## src/rtl/crc_arbiter_pkg.sv

```systemverilog
// Shared definitions for the two-requester CRC arbiter: FSM encoding,
// default widths and the requester count.
package crc_arbiter_pkg;

  localparam int NUM_REQ     = 2;
  localparam int DEF_DATA_W  = 32;
  localparam int DEF_CRC_W   = 17;
  localparam int DEF_TIMEOUT = 255;

  typedef enum logic [1:0] {
    IDLE  = 2'd0,
    ISSUE = 2'd1,
    WAIT  = 2'd2,
    RESP  = 2'd3
  } state_t;

endpackage

```

## src/rtl/crc_arbiter_if.sv

```systemverilog
// Bundles the requester handshake and the CRC engine connection of the arbiter.
// The slave side is the arbiter; the master side is requesters plus engine.
interface crc_arbiter_if
  import crc_arbiter_pkg::*;
#(
  parameter int DATA_W = DEF_DATA_W,
  parameter int CRC_W  = DEF_CRC_W
);

  logic [NUM_REQ-1:0] req;
  logic [DATA_W-1:0]  data0;
  logic [DATA_W-1:0]  data1;
  logic [NUM_REQ-1:0] ack;
  logic [CRC_W-1:0]   result;
  logic               err;
  logic               busy;
  logic               crc_start;
  logic [DATA_W-1:0]  crc_data_in;
  logic               crc_rst;
  logic [CRC_W-1:0]   crc_data_out;
  logic               crc_done;

  modport slave (
    input  req, data0, data1, crc_data_out, crc_done,
    output ack, result, err, busy, crc_start, crc_data_in, crc_rst
  );

  modport master (
    output req, data0, data1, crc_data_out, crc_done,
    input  ack, result, err, busy, crc_start, crc_data_in, crc_rst
  );

endinterface

```

## src/rtl/crc_arbiter_rr_pick2.sv

```systemverilog
// Two-way round-robin pick: the requester named by pointer wins if it is
// asking, otherwise the other one does.
module rr_pick2 (
  input  logic [1:0] req,
  input  logic       pointer,
  output logic       valid,
  output logic       winner
);

  assign valid  = |req;
  assign winner = req[pointer] ? pointer : ~pointer;

endmodule

```

## src/rtl/crc_arbiter.sv

```systemverilog
// Arbitrates two requesters onto one CRC engine: grant, start the engine,
// wait for done (bounded by TIMEOUT), then acknowledge the winner.
module crc_arbiter
  import crc_arbiter_pkg::*;
#(
  parameter int DATA_W  = DEF_DATA_W,
  parameter int CRC_W   = DEF_CRC_W,
  parameter int TIMEOUT = DEF_TIMEOUT
) (
  input  logic          clk,
  input  logic          rst,
  crc_arbiter_if.slave  bus
);

  localparam int CNT_W = $clog2(TIMEOUT + 1);

  state_t             state;
  state_t             state_next;
  logic               grant;
  logic               pointer;
  logic [CNT_W-1:0]   count;
  logic               reset_hold;
  logic               pick_valid;
  logic               pick_winner;
  logic               timeout_hit;

  rr_pick2 u_pick (
    .req     (bus.req),
    .pointer (pointer),
    .valid   (pick_valid),
    .winner  (pick_winner)
  );

  assign timeout_hit = (count == CNT_W'(TIMEOUT - 1));

  always_ff @(posedge clk or negedge rst) begin
    if (!rst) state <= IDLE;
    else      state <= state_next;
  end

  always_comb begin
    state_next = state;
    unique case (state)
      IDLE:    if (pick_valid) state_next = ISSUE;
      ISSUE:   state_next = WAIT;
      WAIT:    if (bus.crc_done || timeout_hit) state_next = RESP;
      RESP:    state_next = IDLE;
      default: state_next = IDLE;
    endcase
  end

  // Datapath registers; crc_done is only looked at in WAIT so stray pulses vanish.
  always_ff @(posedge clk or negedge rst) begin
    if (!rst) begin
      grant           <= 1'b0;
      pointer         <= 1'b0;
      count           <= '0;
      reset_hold      <= 1'b1;
      bus.result      <= {CRC_W{1'b0}};
      bus.err         <= 1'b0;
      bus.crc_data_in <= {DATA_W{1'b0}};
    end else begin
      reset_hold <= 1'b0;
      unique case (state)
        IDLE: begin
          if (pick_valid) begin
            grant           <= pick_winner;
            bus.crc_data_in <= pick_winner ? bus.data1 : bus.data0;
          end
        end
        ISSUE: count <= '0;
        WAIT: begin
          count <= count + CNT_W'(1);
          if (bus.crc_done) begin
            bus.result <= bus.crc_data_out;
            bus.err    <= 1'b0;
          end else if (timeout_hit) begin
            bus.result <= {CRC_W{1'b0}};
            bus.err    <= 1'b1;
          end
        end
        RESP: pointer <= ~grant;
        default: ;
      endcase
    end
  end

  // reset_hold keeps the engine in reset until the first clock after rst rises.
  assign bus.busy      = (state != IDLE);
  assign bus.crc_start = (state == ISSUE);
  assign bus.ack       = (state == RESP) ? (2'b01 << grant) : 2'b00;
  assign bus.crc_rst   = reset_hold | ((state == RESP) & bus.err);

endmodule

```

## src/flat_wrapper.sv

```systemverilog
// flat-port wrapper written by rule: the top's interface ports become plain ports
module crc_arbiter_flat import crc_arbiter_pkg::*;
#(
  parameter int DATA_W  = DEF_DATA_W,
  parameter int CRC_W   = DEF_CRC_W,
  parameter int TIMEOUT = DEF_TIMEOUT
)
  (clk, rst, bus_req, bus_data0, bus_data1, bus_crc_data_out, bus_crc_done, bus_ack, bus_result, bus_err, bus_busy, bus_crc_start, bus_crc_data_in, bus_crc_rst);
  crc_arbiter_if #(.DATA_W(DATA_W), .CRC_W(CRC_W)) bus_i ();
  input  logic clk;
  input  logic rst;
  input wire logic [$bits(bus_i.req)-1:0] bus_req;
  input wire logic [$bits(bus_i.data0)-1:0] bus_data0;
  input wire logic [$bits(bus_i.data1)-1:0] bus_data1;
  input wire logic [$bits(bus_i.crc_data_out)-1:0] bus_crc_data_out;
  input wire logic [$bits(bus_i.crc_done)-1:0] bus_crc_done;
  output wire logic [$bits(bus_i.ack)-1:0] bus_ack;
  output wire logic [$bits(bus_i.result)-1:0] bus_result;
  output wire logic [$bits(bus_i.err)-1:0] bus_err;
  output wire logic [$bits(bus_i.busy)-1:0] bus_busy;
  output wire logic [$bits(bus_i.crc_start)-1:0] bus_crc_start;
  output wire logic [$bits(bus_i.crc_data_in)-1:0] bus_crc_data_in;
  output wire logic [$bits(bus_i.crc_rst)-1:0] bus_crc_rst;
  assign bus_i.req = bus_req;
  assign bus_i.data0 = bus_data0;
  assign bus_i.data1 = bus_data1;
  assign bus_i.crc_data_out = bus_crc_data_out;
  assign bus_i.crc_done = bus_crc_done;
  assign bus_ack = bus_i.ack;
  assign bus_result = bus_i.result;
  assign bus_err = bus_i.err;
  assign bus_busy = bus_i.busy;
  assign bus_crc_start = bus_i.crc_start;
  assign bus_crc_data_in = bus_i.crc_data_in;
  assign bus_crc_rst = bus_i.crc_rst;
  crc_arbiter #(.DATA_W(DATA_W), .CRC_W(CRC_W), .TIMEOUT(TIMEOUT)) u_core (.clk(clk), .rst(rst), .bus(bus_i));
endmodule
```

## config.mk

```make
export PLATFORM = sky130hd
export DESIGN_NAME = crc_arbiter_flat
export DESIGN_NICKNAME = d
export VERILOG_FILES = /design/src/rtl/crc_arbiter_pkg.sv /design/src/rtl/crc_arbiter_if.sv /design/src/rtl/crc_arbiter_rr_pick2.sv /design/src/rtl/crc_arbiter.sv /design/src/flat_wrapper.sv
export SDC_FILE = /design/constraint.sdc
export NUM_CORES = 1
export LEC_CHECK = 0
export BUFFER_PORTS_ARGS = -buffer_cell sky130_fd_sc_hd__buf_2
export CAP_MARGIN = 20
export CORE_ASPECT_RATIO = 0.7
export CORE_MARGIN = 2
export CORE_UTILIZATION = 40
export DETAILED_ROUTE_END_ITERATION = 8
export MAX_ROUTING_LAYER = met4
export PLACE_DENSITY = 0.71
export SLEW_MARGIN = 10
export SYNTH_ARGS = -nofsm -noshare
export SYNTH_HDL_FRONTEND = slang
export SYNTH_SLANG_ARGS = --single-unit
```

## constraint.sdc

```tcl
create_clock -name clk -period 4.3 [get_ports clk]
set_input_delay 0.86 -clock clk [delete_from_list [all_inputs] [get_ports clk]]
set_output_delay 0.86 -clock clk [all_outputs]
set_load 0.005 [all_outputs]
```

; ---- Word-level counts from Yosys, hierarchy flattened
; Index checks and enable logic that the tools add are counted.
[op_classes]
n_reduce_logical = 9
addsub = 1
n_lt_le_gt_ge = 1
muxes = 13
n_bitwise = 4
n_shift = 1
eq_ne = 6
[op_table]
columns = operator, n
row1 = two-way mux 17 bit, 2
row2 = two-way mux 32 bit, 1
row3 = one-hot mux 8 bit (2 select lines), 1
row4 = adder 8 x 1 -> 8 bit (second input constant), 1
row5 = == test 8 bit (second input constant), 1
row6 = one-hot mux 2 bit (4 select lines), 1
row7 = two-way mux 2 bit, 3
row8 = AND reduction 2 bit, 3
row9 = nonzero test 2 bit, 3
row10 = two-way mux 1 bit, 5
row11 = == test 2 bit (second input constant), 2
row12 = inequality test 2 x 1 -> 1 bit (second input constant), 2
row13 = == test 2 x 1 -> 1 bit (second input constant), 1
row14 = zero test 2 bit, 1
row15 = less-than comparator 1 x 2 -> 1 bit (second input constant), 1
row16 = inverter 1 bit, 2
row17 = OR reduction 2 bit, 1
row18 = left shift 1 x 1 -> 2 bit (first input constant), 1
row19 = bitwise AND 1 bit, 1
row20 = logical OR 1 bit, 1
row21 = OR 1 bit, 1
[word_totals]
inputBits = 86
ff_bits = 63

; ---- Depth between registers and ports, before layout
[logic_depth]
depth_word = 4
depth_mapped = 7
mapped_depth_nobuf = 6

; ---- Modules after synthesis
; From an unflattened synthesis, not the netlist that was laid out.
[unflattened]
cells_unflattened = 256
hier_area_um2 = 2832.7
[by_module_without_submodules]
columns = module, instances, cells_each, seq_area_each_um2, area_each_um2
row1 = crc_arbiter, 1, 253, 1577.8, 2812.7
row2 = rr_pick2, 1, 3, 0.0, 20.0

; ---- Least setup slack after synthesis
; No wires, ideal clock.
[synth_path]
path_kind = input port to flip-flop
from = in bus_req[0]
to = reg u_core.bus.crc_data_in[24]
n_path_buf = 1
arrival_ps = 1650
path_stages = 5
setup_slack_ps = 2531
required_ps = 4181
path_cell_list = inv_1 > mux2i_4 > buf_8 > mux2i_1 > o21ai_2
[synth_between]
elab_chain_len = 4
[synth_rtl]
columns = item, line
row1 = "start, declared", flat_wrapper.sv:12  ; input wire logic [$bits(bus_i.req)-1:0] bus_req;
row2 = two-way mux 1 bit (not written as such) (2 in series), crc_arbiter_rr_pick2.sv:11  ; assign winner = req[pointer] ? pointer : ~pointer;
row3 = two-way mux 1 bit, crc_arbiter_rr_pick2.sv:11
row4 = two-way mux 32 bit, crc_arbiter.sv:68  ; bus.crc_data_in <= pick_winner ? bus.data1 : bus.data0;
row5 = "end signal, assigned", crc_arbiter.sv:61  ; bus.crc_data_in <= {DATA_W{1'b0}};
row6 = "end signal, assigned", crc_arbiter.sv:68
row7 = "end, declared", crc_arbiter_if.sv:25  ; output ack, result, err, busy, crc_start, crc_data_in, crc_rst
; Parallel ways exist; a longest one is shown, timed or not. The select of a mux whose other input is x is not followed.
; A chain may end at the register's enable or synchronous reset.

; ---- Worst setup path after layout
[layout_path]
from = reg u_core.state[1]
to = out bus_ack[0]
[layout_between]
elab_chain_len = 2
[layout_rtl]
columns = item, line
row1 = "start, declared", crc_arbiter.sv:17  ; state_t state;
row2 = "start signal, assigned", crc_arbiter.sv:38  ; else state <= state_next;
row3 = == test 2 bit, crc_arbiter.sv:91  ; assign bus.ack = (state == RESP) ? (2'b01 << grant) : 2'b00;
row4 = two-way mux 2 bit, crc_arbiter.sv:91
row5 = "end, declared", flat_wrapper.sv:17  ; output wire logic [$bits(bus_i.ack)-1:0] bus_ack;
; No other way between the ends.

==> results.ini <==
[run_status]
status=complete, no violations

[synthesis]
synth.distinct_cells=34
synth_xor_area_frac=0.00307
muxShareOfSynthArea=0.125
synth-simple-area-share=0.0881
synth_top_family_by_area=compound AO/OA/AOI/OAI gates
synth_compound_area_frac=0.154
synth-adder-area-share=0.0263
synth_cells=254
ys_top_cells_by_area=dfrtp_1 54%, mux2i_1 11%, a22o_1 5.2%
seq_area_frac_synth=0.553
synth_area_um2=2860
yosys.area.top_type=dfrtp_1
syn-mean-instance-area_um2=11.2
syn-num-nets=346
ys_seq_elements=63
yosys_warnings=0
synth_top_area_frac=0.543

[layout]
finish.utilization=0.554
nets=485
design_area_um2=3770
n_antenna_cell=0
area.growth.synth_to_final_pct=32.2
fillers=645
drive_gt1_frac=0.421
instances_no_fill=491

[route]
first_pass_iters=4
vias_per_cell=4.73
vias=2324
drtAntennaViolNets=0
avgRoutedWirePerCell_um=13.2
drt-initial-drc-count=79
drc=0
finalWirelength_mm=6.48

[setup_path]
rrSetupSlack_ps=2480
crit_required_ps=3440
critical_path.endpoint_type=primary output
path_max_fanout=4
path_class=reg -> out
start_kind=flop
arrival_ps=1330

[global_routing]
grt_start_max_net_pins=46
grt_util_all_layers=0.173
grt_pass1_vias=2078
antenna_found_initial=0
grt_pass1_wl_mm=10.1
overflow=0

[power_and_ir_drop]
p_int_mw=1.58
p_sw_uw=862
peakVddDrop_mv=0.520
p_seq_frac=0.403
clkPwrFrac=0.191
p_leak_nw=2.05
p_per_area_nw_per_um2=647
combPwrFrac=0.406
switching_share=0.353

[timing]
finalCritPeriodShare=0.510
fin_skew_ps=5.92
setup_viol=0
worst_slew_pin_slew_ps=987
rsz0062_at_grt=no
fmax_mhz=456
max-slew-margin-rel=0.339
slew_violations=0
hold_slack_ps=482
setup_tns_ps=0
fin_crit_ps=2190
hold_viol_final=0

[placed_design]
numPortBuffers=140
place_congestion=0.783
place_area_um2=3600
dp.cells=476
hpwl_mm=5.00

[clocking]
cts-hold-fix-buffers=0
post_cts_resized=0
post-cts-setup-buffers=0
cts_tree=yes
clk_latency_ps=330
numCtsBuffers=9
cts-htree-levels=3
clock-sinks=63
cts_buffer_depth=2
clkTransAtPathRegs_ps=60
cts_root_buf=clkbuf_8

[run]
maxCapViolations=0

[floorplanning]
start_util=0.419
core_area_um2=6820
die_height_um=74.7
die_area_um2=7840
die_x_um=105
placement_rows=25
io_pins=141

[hold_path]
hp-class=reg -> reg

==> metrics by stage <==
step	total power, mW	setup slack (ps)
finish	2.44	2110
global route	2.66	2000
CTS	2.48	2070
detailed placement	2.00	1870
global placement	1.97	1920
floorplan	1.62	2530
==> worst max-delay path, cell delays in order, from the launching register on <==
cell and delay, ps:
dfrtp_1 400, ha_1 240, inv_1 70, nor2_1 150, buf_2 150
==> path summary, 6_finish.rpt <==
path	depth (start not counted)	to	startpoint
max	4	bus_ack[0]	u_core.state[1]
min	2	u_core.bus.crc_data_in[8]	u_core.bus.crc_data_in[8]
max reg2reg	4	u_core.bus.result[6]	u_core.state[0]
min reg2reg	2	u_core.bus.crc_data_in[8]	u_core.bus.crc_data_in[8]
max in group asynchronous	2	u_core.reset_hold	rst
min in group asynchronous	1	u_core.bus.crc_data_in[7]	rst
==> cell families (layout without fill, tap and decap cells) <==
kind of cell,after synthesis,after routing
compound gates,69,69
flops,63,63
simple gates,57,57
mux,34,34
buf+inv,23,166
fa+ha+maj,6,6
other cells,1,1
xor+xnor,1,1
==> power groups by stage <==
stage / Clock [mW] / Combinational [mW] / Sequential (mW)
floorplan: 0 / 0.614 / 1.00
global placement: 0 / 0.979 / 0.991
detailed placement: 0 / 1.01 / 0.994
CTS: 0.484 / 1.01 / 0.986
global route: 0.516 / 1.12 / 1.02
finish: 0.467 / 0.992 / 0.985
==> placed cells by master (no fill, tap or decap) <==
master | synthesis | final
o21ai_0 | 14 | 13
a22o_1 | 17 | 17
mux2i_4 | 1 | 1
a21oi_1 | 3 | 3
o21ai_4 | 0 | 1
or3_1 | 3 | 3
clkbuf_8 | 0 | 9
o21ai_2 | 4 | 4
nor2_1 | 3 | 3
buf_2 | 7 | 140
dfrtp_1 | 62 | 62
dfstp_2 | 1 | 1
nand3b_1 | 1 | 1
o22a_1 | 1 | 1
nand3_1 | 4 | 4
mux2_4 | 1 | 1
and3_1 | 1 | 1
nand4_1 | 2 | 2
conb_1 | 1 | 1
a21o_2 | 1 | 1
nand2_1 | 37 | 37
clkinv_2 | 0 | 4
buf_4 | 1 | 3
nor2b_1 | 2 | 2
clkbuf_1 | 3 | 1
mux2i_1 | 32 | 32
a21o_1 | 2 | 2
bufinv_16 | 0 | 1
nor3_1 | 1 | 1
xor2_1 | 1 | 1
o31a_1 | 1 | 1
and2_1 | 2 | 2
inv_1 | 8 | 8
nor2_2 | 1 | 1
ha_1 | 6 | 6
o21ai_1 | 26 | 26
==> synth_stat cells <==
library cell / n
buf_8: 3
nor2_2: 1
buf_2: 7
o21ai_2: 4
and3_1: 1
o21ai_1: 26
nand4_1: 2
o22a_1: 1
inv_1: 8
a21oi_1: 3
nand2_1: 37
dfrtp_1: 62
a21o_2: 1
nand3b_1: 1
mux2_4: 1
nor2b_1: 2
conb_1: 1
a21o_1: 2
o21ai_0: 14
mux2i_1: 32
mux2i_4: 1
nor2_1: 3
clkbuf_1: 3
buf_6: 1
ha_1: 6
a22o_1: 17
dfstp_2: 1
nor3_1: 1
o31a_1: 1
xor2_1: 1
and2_1: 2
or3_1: 3
nand3_1: 4
buf_4: 1
==> metal layers <==
layer,part of all wire,GRT usage
met5,0,-
met4,0.014,0.0622
met3,0.067,0.0554
met2,0.44,0.249
met1,0.48,0.232
==> registers in the layout, summed over array words and instances, names as in the netlist <==
| signal | flops |
|---|---|
| u_core.bus.crc_data_in | 32 |
| u_core.bus.err | 1 |
| u_core.bus.result | 17 |
| u_core.count | 8 |
| u_core.grant | 1 |
| u_core.pointer | 1 |
| u_core.reset_hold | 1 |
| u_core.state | 2 |
==> final cells by class <==
| class | instances | area [um2] | area share |
|---|---|---|---|
| multi-input cells | 168 | 1150 | 0.304 |
| flip-flops and latches | 63 | 1580 | 0.418 |
| repair buffers | 143 | 723 | 0.192 |
| clock buffers | 10 | 128 | 0.0338 |
| well taps | 94 | 118 | 0.0312 |
| clock inverters | 5 | 50.0 | 0.0133 |
| inverters | 8 | 30.0 | 0.00795 |
Note: power is estimated with default switching activity, not from simulation.
